### config.mk
export PLATFORM = sky130hd
export DESIGN_NAME = pt_check
export DESIGN_NICKNAME = d
export VERILOG_FILES = /design/src/rtl/arc4_pkg.sv /design/src/rtl/pt_check.sv
export SDC_FILE = /design/constraint.sdc
export NUM_CORES = 1
export LEC_CHECK = 0
export BUFFER_PORTS_ARGS = -buffer_cell sky130_fd_sc_hd__buf_2
export CORE_ASPECT_RATIO = 0.7
export CORE_MARGIN = 4
export CORE_UTILIZATION = 59
export CTS_CLUSTER_DIAMETER = 80
export DETAILED_ROUTE_END_ITERATION = 6
export GPL_ROUTABILITY_DRIVEN = 0
export GPL_TIMING_DRIVEN = 0
export PLACE_DENSITY = 0.83
export SETUP_SLACK_MARGIN = 0.3
export SYNTH_ARGS = -nofsm -noshare
export SYNTH_HDL_FRONTEND = slang
export SYNTH_SLANG_ARGS = --single-unit
### constraint.sdc
create_clock -name clk -period 3.3 [get_ports clk]
set_input_delay 0.33 -clock clk [delete_from_list [all_inputs] [get_ports clk]]
set_output_delay 0.33 -clock clk [all_outputs]
set_load 0.02 [all_outputs]
### src/rtl/arc4_pkg.sv
// Shared definitions for the ARC4 decrypt / plaintext-check path.
//   pt_check_state_t : scan FSM states used by pt_check
//   PT_CH_LO/PT_CH_HI: printable window; the pt_check defaults and reused by the crack controller
//   in_range()       : inclusive unsigned window test on one character
package arc4_pkg;

  typedef enum logic [1:0] {
    IDLE,
    RD_LEN,
    RD_CHAR,
    FINISH
  } pt_check_state_t;

  localparam logic [7:0] PT_CH_LO = 8'h20;
  localparam logic [7:0] PT_CH_HI = 8'h7E;

  function automatic logic in_range(input logic [7:0] c,
                                    input logic [7:0] lo = PT_CH_LO,
                                    input logic [7:0] hi = PT_CH_HI);
    return (c >= lo) && (c <= hi);
  endfunction

endpackage : arc4_pkg

### src/rtl/pt_check.sv
// pt_check: scans the length-prefixed plaintext in pt_mem (pt[0]=L, pt[1..L]=chars) and
// reports whether every character lies in [CH_LO, CH_HI]. Read-only on pt_mem.
// Ports:
//   clk       in   system clock, rising edge
//   rst_n     in   asynchronous active-low reset
//   en        in   start pulse, accepted only while rdy=1
//   rdy       out  1 = idle; 0 = scan in progress
//   pt_addr   out  pt_mem read address
//   pt_rddata in   pt_mem read data, usable RD_LAT cycles after the address edge
//   valid     out  verdict of the last scan (1 = all characters in range)
//   bad_idx   out  index of the first failing character, 0 when valid=1
module pt_check
  import arc4_pkg::*;
#(
  parameter int unsigned RD_LAT = 1,
  parameter logic [7:0]  CH_LO  = PT_CH_LO,
  parameter logic [7:0]  CH_HI  = PT_CH_HI
) (
  input  logic       clk,
  input  logic       rst_n,
  input  logic       en,
  output logic       rdy,
  output logic [7:0] pt_addr,
  input  logic [7:0] pt_rddata,
  output logic       valid,
  output logic [7:0] bad_idx
);

  // Each byte holds its address for RD_LAT+1 cycles; data is sampled when the
  // wait counter reaches RD_LAT.
  localparam logic [1:0] WAIT_LAST = 2'(RD_LAT);

  pt_check_state_t state_q, state_d;
  logic [1:0]      wait_q,  wait_d;
  logic [8:0]      idx_q,   idx_d;   // 9 bits so the i==L compare is safe at L=255
  logic [7:0]      len_q,   len_d;
  logic [7:0]      addr_q,  addr_d;
  logic            fail_q,  fail_d;
  logic            valid_q, valid_d;
  logic [7:0]      bad_q,   bad_d;
  logic            rdy_q,   rdy_d;

  logic            sample;

  assign sample = (wait_q == WAIT_LAST);

  always_comb begin
    state_d = state_q;
    wait_d  = wait_q;
    idx_d   = idx_q;
    len_d   = len_q;
    addr_d  = addr_q;
    fail_d  = fail_q;
    valid_d = valid_q;
    bad_d   = bad_q;
    rdy_d   = rdy_q;

    unique case (state_q)
      IDLE: begin
        if (en) begin
          rdy_d   = 1'b0;
          valid_d = 1'b0;
          bad_d   = '0;
          addr_d  = '0;
          wait_d  = '0;
          idx_d   = '0;
          fail_d  = 1'b0;
          state_d = RD_LEN;
        end
      end

      RD_LEN: begin
        if (sample) begin
          wait_d = '0;
          len_d  = pt_rddata;
          if (pt_rddata == 8'd0) begin
            state_d = FINISH;
          end else begin
            addr_d  = 8'd1;
            idx_d   = 9'd1;
            state_d = RD_CHAR;
          end
        end else begin
          wait_d = wait_q + 2'd1;
        end
      end

      RD_CHAR: begin
        if (sample) begin
          wait_d = '0;
          if (!in_range(pt_rddata, CH_LO, CH_HI)) begin
            // idx_q is left on the failing index so FINISH can report it.
            fail_d  = 1'b1;
            state_d = FINISH;
          end else if (idx_q == {1'b0, len_q}) begin
            state_d = FINISH;
          end else begin
            idx_d  = idx_q + 9'd1;
            addr_d = idx_d[7:0];
          end
        end else begin
          wait_d = wait_q + 2'd1;
        end
      end

      FINISH: begin
        valid_d = !fail_q;
        bad_d   = fail_q ? idx_q[7:0] : '0;
        rdy_d   = 1'b1;
        state_d = IDLE;
      end

      default: state_d = IDLE;
    endcase
  end

  always_ff @(posedge clk or negedge rst_n) begin
    if (!rst_n) begin
      state_q <= IDLE;
      wait_q  <= '0;
      idx_q   <= '0;
      len_q   <= '0;
      addr_q  <= '0;
      fail_q  <= 1'b0;
      valid_q <= 1'b0;
      bad_q   <= '0;
      rdy_q   <= 1'b1;
    end else begin
      state_q <= state_d;
      wait_q  <= wait_d;
      idx_q   <= idx_d;
      len_q   <= len_d;
      addr_q  <= addr_d;
      fail_q  <= fail_d;
      valid_q <= valid_d;
      bad_q   <= bad_d;
      rdy_q   <= rdy_d;
    end
  end

  assign rdy     = rdy_q;
  assign pt_addr = addr_q;
  assign valid   = valid_q;
  assign bad_idx = bad_q;

endmodule : pt_check

==> flow_summary.json, run 1 <==
{
  "run_status": "complete, no violations",
  "cts-root-buf": "clkbuf_8",
  "arrival_ns": 2.50,
  "r2r_end": "idx_q[1]$_DFFE_PN0P_",
  "syn-num-nets": 177,
  "drv_cap": 0,
  "ys_warn_count": 0,
  "clk_latency_ns": 0.28,
  "drt_iter0_markers": 106,
  "path_cells": "inv_1, ha_1, nand2b_1, buf_6, o21ai_2, or3b_1, buf_2, a21o_1, buf_6, mux2_4",
  "wire_per_inst_um": 14.74,
  "max_slew_margin_pct": 53.76,
  "regToRegSetupSlack_ns": 0.97,
  "cp_slowest_cell": "dfrtp_1",
  "slowest_delay_ns": 0.44,
  "path_class": "flip-flop to flip-flop",
  "overflow": 0,
  "clk_path_buf_depth": 2,
  "post-cts-setup-buffers": 0,
  "drc": 0,
  "syn_area_um2": 1738,
  "dieArea_um2": 3892,
  "path_depth": 10,
  "nets": 212,
  "diodes": 0,
  "grt_pass1_wl_um": 5878,
  "antenna_found_initial": 0,
  "crit_path_frequent_cell": "buf_6",
  "p_int_mw": 1.052,
  "die_w_um": 72.87,
  "std_cell_rows": 16,
  "min_period_over_period_pct": 70.66,
  "ys_ff_latch": 32,
  "worst-path-buf-inv": 4,
  "coreArea_um2": 2803,
  "synth.yosys.seq_area_share_pct": 46.15,
  "p_seq_share_pct": 35.0,
  "synth-edff-count": 0,
  "setup-violations-final": 0,
  "peakVddDrop_mv": 0.6089,
  "grt_max_degree": 33,
  "dr.pass1.iters": 4,
  "h-tree-depth": 2,
  "cp-start-kind": "flip-flop",
  "io_buffers": 28,
  "io_pins": 29,
  "cts_buffers": 5,
  "ys_types": 40,
  "wl_um": 3419,
  "p_leak_nw": 0.9678,
  "grtUsageTotal_pct": 19.76,
  "ys_async_sr_fraction_pct": 100.0,
  "crit_fanout": 9,
  "synth_flop_cell": "dfrtp_1",
  "power_frac_clock_pct": 21.4,
  "max_freq_ghz": 0.4289,
  "layout-drive-gt1-share_pct": 31.63,
  "fin_util_pct": 72.59,
  "start_util_pct": 62.01,
  "viasPerCell": 5.767,
  "cts.sinks": 32,
  "hold_class": "input pin to async pin",
  "grt_pass1_vias": 1261,
  "tightest_slew_ns": 0.6936,
  "dpl_worst_slack_ns": 0.9808,
  "worst_slack_ns": 0.9682,
  "power_density_nw_per_um2": 837.9,
  "r2r_start": "state_q[0]$_DFFE_PN0P_",
  "hpwl_um": 2581,
  "finClkSkew_ns": 0.005837,
  "period_minus_slack_ns": 2.332,
  "dp.cells": 224,
  "hold_viol_final": 0,
  "dieHeight_um": 53.41,
  "rsz0062_at_grt": "no",
  "pwr-share-comb_pct": 43.6,
  "area_growth_pct": 17.06,
  "final.setup.tns_ns": 0,
  "syn-instance-count": 160,
  "slew_violations": 0,
  "stdcell_count": 232,
  "ant_nets": 0,
  "cts_resized": 0,
  "swShare_pct": 38.29,
  "end_kind": "flip-flop",
  "finalPower_mw": 1.705,
  "cts_tree": "done",
  "path_clk_slew_ns": 0.07,
  "critPathRequiredTime_ns": 3.46,
  "holdBufCountCts": 0,
  "cp_top_family": "buffers and inverters",
  "syn_area_per_cell_um2": 10.86,
  "power.switching_uw": 652.7,
  "vias": 1338,
  "reg2reg_depth": 10
}
==> cell type report <==
class	instances	area, µm²
clock buffers	5	68.82
inverters	5	18.77
plain buffers	14	98.84
multi-input cells	109	818.3
clock inverters	3	42.54
fillers	206	768.2
well taps	36	45.04
flip-flops and latches	32	802.0
repair buffers	28	140.1
==> synth_stat cells, drive strengths merged (2+ instances only) <==
cell type	n	area share, %
dfrtp	31	45
o21ai	12	3.7
buf	11	5.0
a22o	10	5.0
mux2	10	6.7
nand2	8	1.7
xnor2	8	4.0
ha	6	4.3
nor3	6	1.7
o22a	6	3.0
and3	5	1.8
inv	5	1.1
nand3	5	1.4
nor2	4	0.86
nor4	4	1.4
a21oi	3	0.86
clkbuf	3	0.65
nand4	3	1.1
nor2b	3	1.1
a41oi	2	1.4
nand2b	2	0.72
==> cells by family after synthesis <==
| logic type | synth area share [%] |
|---|---|
| flops | 46.15 |
| mux | 7.271 |
| compound gates | 16.56 |
| xor+xnor | 4.536 |
| fa+ha+maj | 4.320 |
| simple gates | 14.40 |
| buf+inv | 6.767 |
==> metal layers <==
metal,global-route usage (%),wire (µm),part of all wire (%)
met4,4.908,56,1.6
met5,0,0,0
met1,27.02,1672,49
met3,5.123,201,5.9
met2,31.29,1488,44
==> cells in the final DEF, fill, tap and decap left out, types with 2 or more instances in the layout <==
cell type and instances:
xnor2_1 8, nand3_1 5, nand2b_1 2, a21oi_1 3
and3_1 5, mux2_2 9, o21ai_0 10, nand2_1 8
buf_4 8, o22a_1 6, nor2b_1 3, nor4_1 4
buf_6 2, nor2_1 4, nor3_1 6, ha_1 6
a22o_1 10, dfrtp_1 31, nand4_1 3, clkbuf_8 5
buf_2 29, inv_1 5, clkbuf_1 3
==> through the flow <==
step                hold slack (ns)  instance area, µm²
global placement             0.4053                1923
floorplan                   0.03441                1738
CTS                          0.1185                2034
global route                 0.1622                2034
finish                      0.09281                2034
detailed placement           0.4154                1923
==> registers in the layout, summed over array words and instances (netlist names) <==
| signal | flops |
|---|---|
| state_q | 2 |
| fail_q | 1 |
| len_q | 8 |
| idx_q | 9 |
| rdy | 1 |
| wait_q | 2 |
| valid | 1 |
| bad_idx | 8 |
==> power groups by stage <==
stage / sequential, mW / combinational [mW] / clock [mW]
final: 0.596 / 0.744 / 0.364
after global routing: 0.611 / 0.826 / 0.387
after CTS: 0.597 / 0.745 / 0.368
after detailed placement: 0.604 / 0.743 / 0
after global placement: 0.593 / 0.707 / 0
after floorplan: 0.599 / 0.564 / 0
==> worst max-delay path by stage <==
stage,slack [ns],from,endpoint
after floorplan,1.16,state_q[0]$_DFFE_PN0P_,idx_q[1]$_DFFE_PN0P_
after global placement,1.05,state_q[0]$_DFFE_PN0P_,idx_q[1]$_DFFE_PN0P_
after detailed placement,0.98,state_q[0]$_DFFE_PN0P_,idx_q[1]$_DFFE_PN0P_
after CTS,0.97,state_q[0]$_DFFE_PN0P_,idx_q[1]$_DFFE_PN0P_
after global routing,0.89,state_q[0]$_DFFE_PN0P_,idx_q[1]$_DFFE_PN0P_
final,0.97,state_q[0]$_DFFE_PN0P_,idx_q[1]$_DFFE_PN0P_
Power figures use the tool's default switching activity.
==> inputs of run 2 (changes only) <==
--- a/config.mk
+++ b/config.mk
@@ -8,12 +8,12 @@
 export BUFFER_PORTS_ARGS = -buffer_cell sky130_fd_sc_hd__buf_2
 export CORE_ASPECT_RATIO = 0.7
 export CORE_MARGIN = 4
-export CORE_UTILIZATION = 59
+export CORE_UTILIZATION = 55
 export CTS_CLUSTER_DIAMETER = 80
 export DETAILED_ROUTE_END_ITERATION = 6
 export GPL_ROUTABILITY_DRIVEN = 0
 export GPL_TIMING_DRIVEN = 0
-export PLACE_DENSITY = 0.83
+export PLACE_DENSITY = 0.78
 export SETUP_SLACK_MARGIN = 0.3
 export SYNTH_ARGS = -nofsm -noshare
 export SYNTH_HDL_FRONTEND = slang
==> constraint.sdc (replaced) <==
create_clock -name clk -period 2.2 [get_ports clk]
set_input_delay 0.22 -clock clk [delete_from_list [all_inputs] [get_ports clk]]
set_output_delay 0.22 -clock clk [all_outputs]
set_load 0.02 [all_outputs]
==> run 2 against run 1 <==
Effect of this change:
- design area increased by 14%
- combinational power up 130%
- register-to-register slack worse by 0.87 ns
- wire length up 28%
- non-clock buffer count rose by 17
- final cell count increased by 7.3%
- fmax increased by 11%
- flip-flop and latch count unchanged
- sequential power is 52% higher
- count of clock-buffer cells in the layout up 2
- power rose by 92%
- highest routed layer unchanged
==> flow_summary.json, run 2 (synthesis results as in run 1) <==
{
  "antenna_found_initial": 0,
  "coreArea_um2": 2903,
  "diodes": 0,
  "grt_pass1_vias": 1399,
  "wl_um": 4382,
  "hold_class": "input pin to flip-flop",
  "peakVddDrop_mv": 1.070,
  "arrival_ns": 2.28,
  "dieHeight_um": 55.03,
  "slew_violations": 0,
  "hold_viol_final": 0,
  "ant_nets": 0,
  "power_density_nw_per_um2": 1410,
  "setup-violations-final": 0,
  "cts-root-buf": "clkbuf_8",
  "run_status": "complete, no violations",
  "dp.cells": 224,
  "cts_tree": "done",
  "cp-start-kind": "flip-flop",
  "overflow": 0,
  "period_minus_slack_ns": 2.101,
  "cts.sinks": 32,
  "io_pins": 29,
  "viasPerCell": 6.048,
  "largest_reg_flops": 9,
  "rsz0062_at_grt": "yes",
  "nFillCells": 172,
  "finClkSkew_ns": 0.01080,
  "drt_iter0_markers": 104,
  "p_leak_nw": 1.093,
  "io_buffers": 28,
  "std_cell_rows": 16,
  "holdWs_ns": 0.1988,
  "dr.pass1.iters": 6,
  "min_period_over_period_pct": 95.52,
  "h-tree-depth": 2,
  "area_growth_pct": 33.33,
  "final_cell_mix": "dfrtp_1 (28), buf_2 (28), buf_4 (22)",
  "layout-drive-gt1-share_pct": 46.01,
  "stdcell_count": 249,
  "grt_pass1_wl_um": 6672,
  "crit_fanout": 5,
  "hpwl_um": 2681,
  "path_clk_slew_ns": 0.07,
  "drv_cap": 0,
  "die_w_um": 75.19,
  "cts_buffers": 5,
  "largest-register": "idx_q",
  "drc": 0,
  "grtUsageTotal_pct": 22.11,
  "vias": 1506,
  "end_kind": "flip-flop",
  "dieArea_um2": 4137,
  "path_class": "flip-flop to flip-flop",
  "tightest_slew_ns": 0.7034,
  "max_slew_margin_pct": 53.11,
  "critPathRequiredTime_ns": 2.38,
  "final.setup.tns_ns": 0,
  "grt_max_degree": 33,
  "clk_latency_ns": 0.29,
  "start_util_pct": 59.87,
  "clk_path_buf_depth": 2,
  "wire_per_inst_um": 17.60,
  "max_freq_ghz": 0.4759,
  "nets": 229
}
## run 2: changes by cell type in the layout (fill, tap and decap cells not counted), moves of 3 or more
cell / delta
buf_4: +14
dfrtp_2: +3
ha_1: -3
dfrtp_1: -3
## run 2: cell type report
cell class / instances / area, µm² / share of cell area, %
Sequential cell: 32 / 805.8 / 34.77
Buffer: 14 / 107.6 / 4.644
Tap cell: 36 / 45.04 / 1.944
Timing Repair Buffer: 45 / 286.5 / 12.37
Clock inverter: 1 / 30.03 / 1.296
Inverter: 5 / 18.77 / 0.8099
Multi-Input combinational cell: 109 / 927.1 / 40.01
Clock buffer: 7 / 96.34 / 4.158
## run 2: worst max-delay path, stage by stage (launching register included)
cell and delay (ns):
dfrtp_2 0.41, inv_2 0.07, ha_2 0.21, nor2_4 0.12
o21ai_4 0.06, or3b_4 0.40, buf_6 0.14, a21o_1 0.17
buf_6 0.13, mux2_4 0.28
## run 2: worst paths after layout
kind | from | end | slack [ns] | cells past startpoint
setup / recovery | state_q[0]$_DFFE_PN0P_ | idx_q[1]$_DFFE_PN0P_ | 0.1 | 9
hold / removal | pt_rddata[7] | len_q[7]$_DFFE_PN0P_ | 0.20 | 2
setup reg to reg | state_q[0]$_DFFE_PN0P_ | idx_q[1]$_DFFE_PN0P_ | 0.1 | 9
hold reg to reg | valid$_DFFE_PN0P_ | valid$_DFFE_PN0P_ | 0.48 | 2
max in group asynchronous | rst_n | state_q[0]$_DFFE_PN0P_ | 1.17 | 2
min in group asynchronous | rst_n | valid$_DFFE_PN0P_ | 0.53 | 2
## run 2: per-layer routing
layer  global-route usage (%)  wire length (µm)
met3                    5.776               366
met4                    10.76               161
met5                        0                 0
met1                    27.84              1798
met2                    35.84              2056
## run 2: where the power goes
group | leakage [nW] | switching (mW) | internal, mW
clock network | 0.0645 | 0.222 | 0.400
logic | 0.618 | 0.886 | 0.853
registers | 0.411 | 0.148 | 0.759
## run 2: through the flow
stage                     power (mW)  setup WS (ns)  instance area [µm²]  utilization [%]
after detailed placement       2.091        0.01329                 1942            66.90
after CTS                      3.063        0.05068                 2220            76.47
final                          3.268        0.09853                 2317            79.83
after global placement         2.012        0.05458                 1942            66.90
after global routing           3.431        0.02814                 2317            79.83
after floorplan                1.793         0.1387                 1757                -
## run 2: repair_timing
item | CTS | global route
setup buffers | 10 | 5
cloned | 1 | 0
hold buffers | 1 | 0
hold endpoints to repair | 7 | 0
resized for setup | 11 | 17
setup endpoints to repair | 11 | 20
pin swaps | 5 | 3
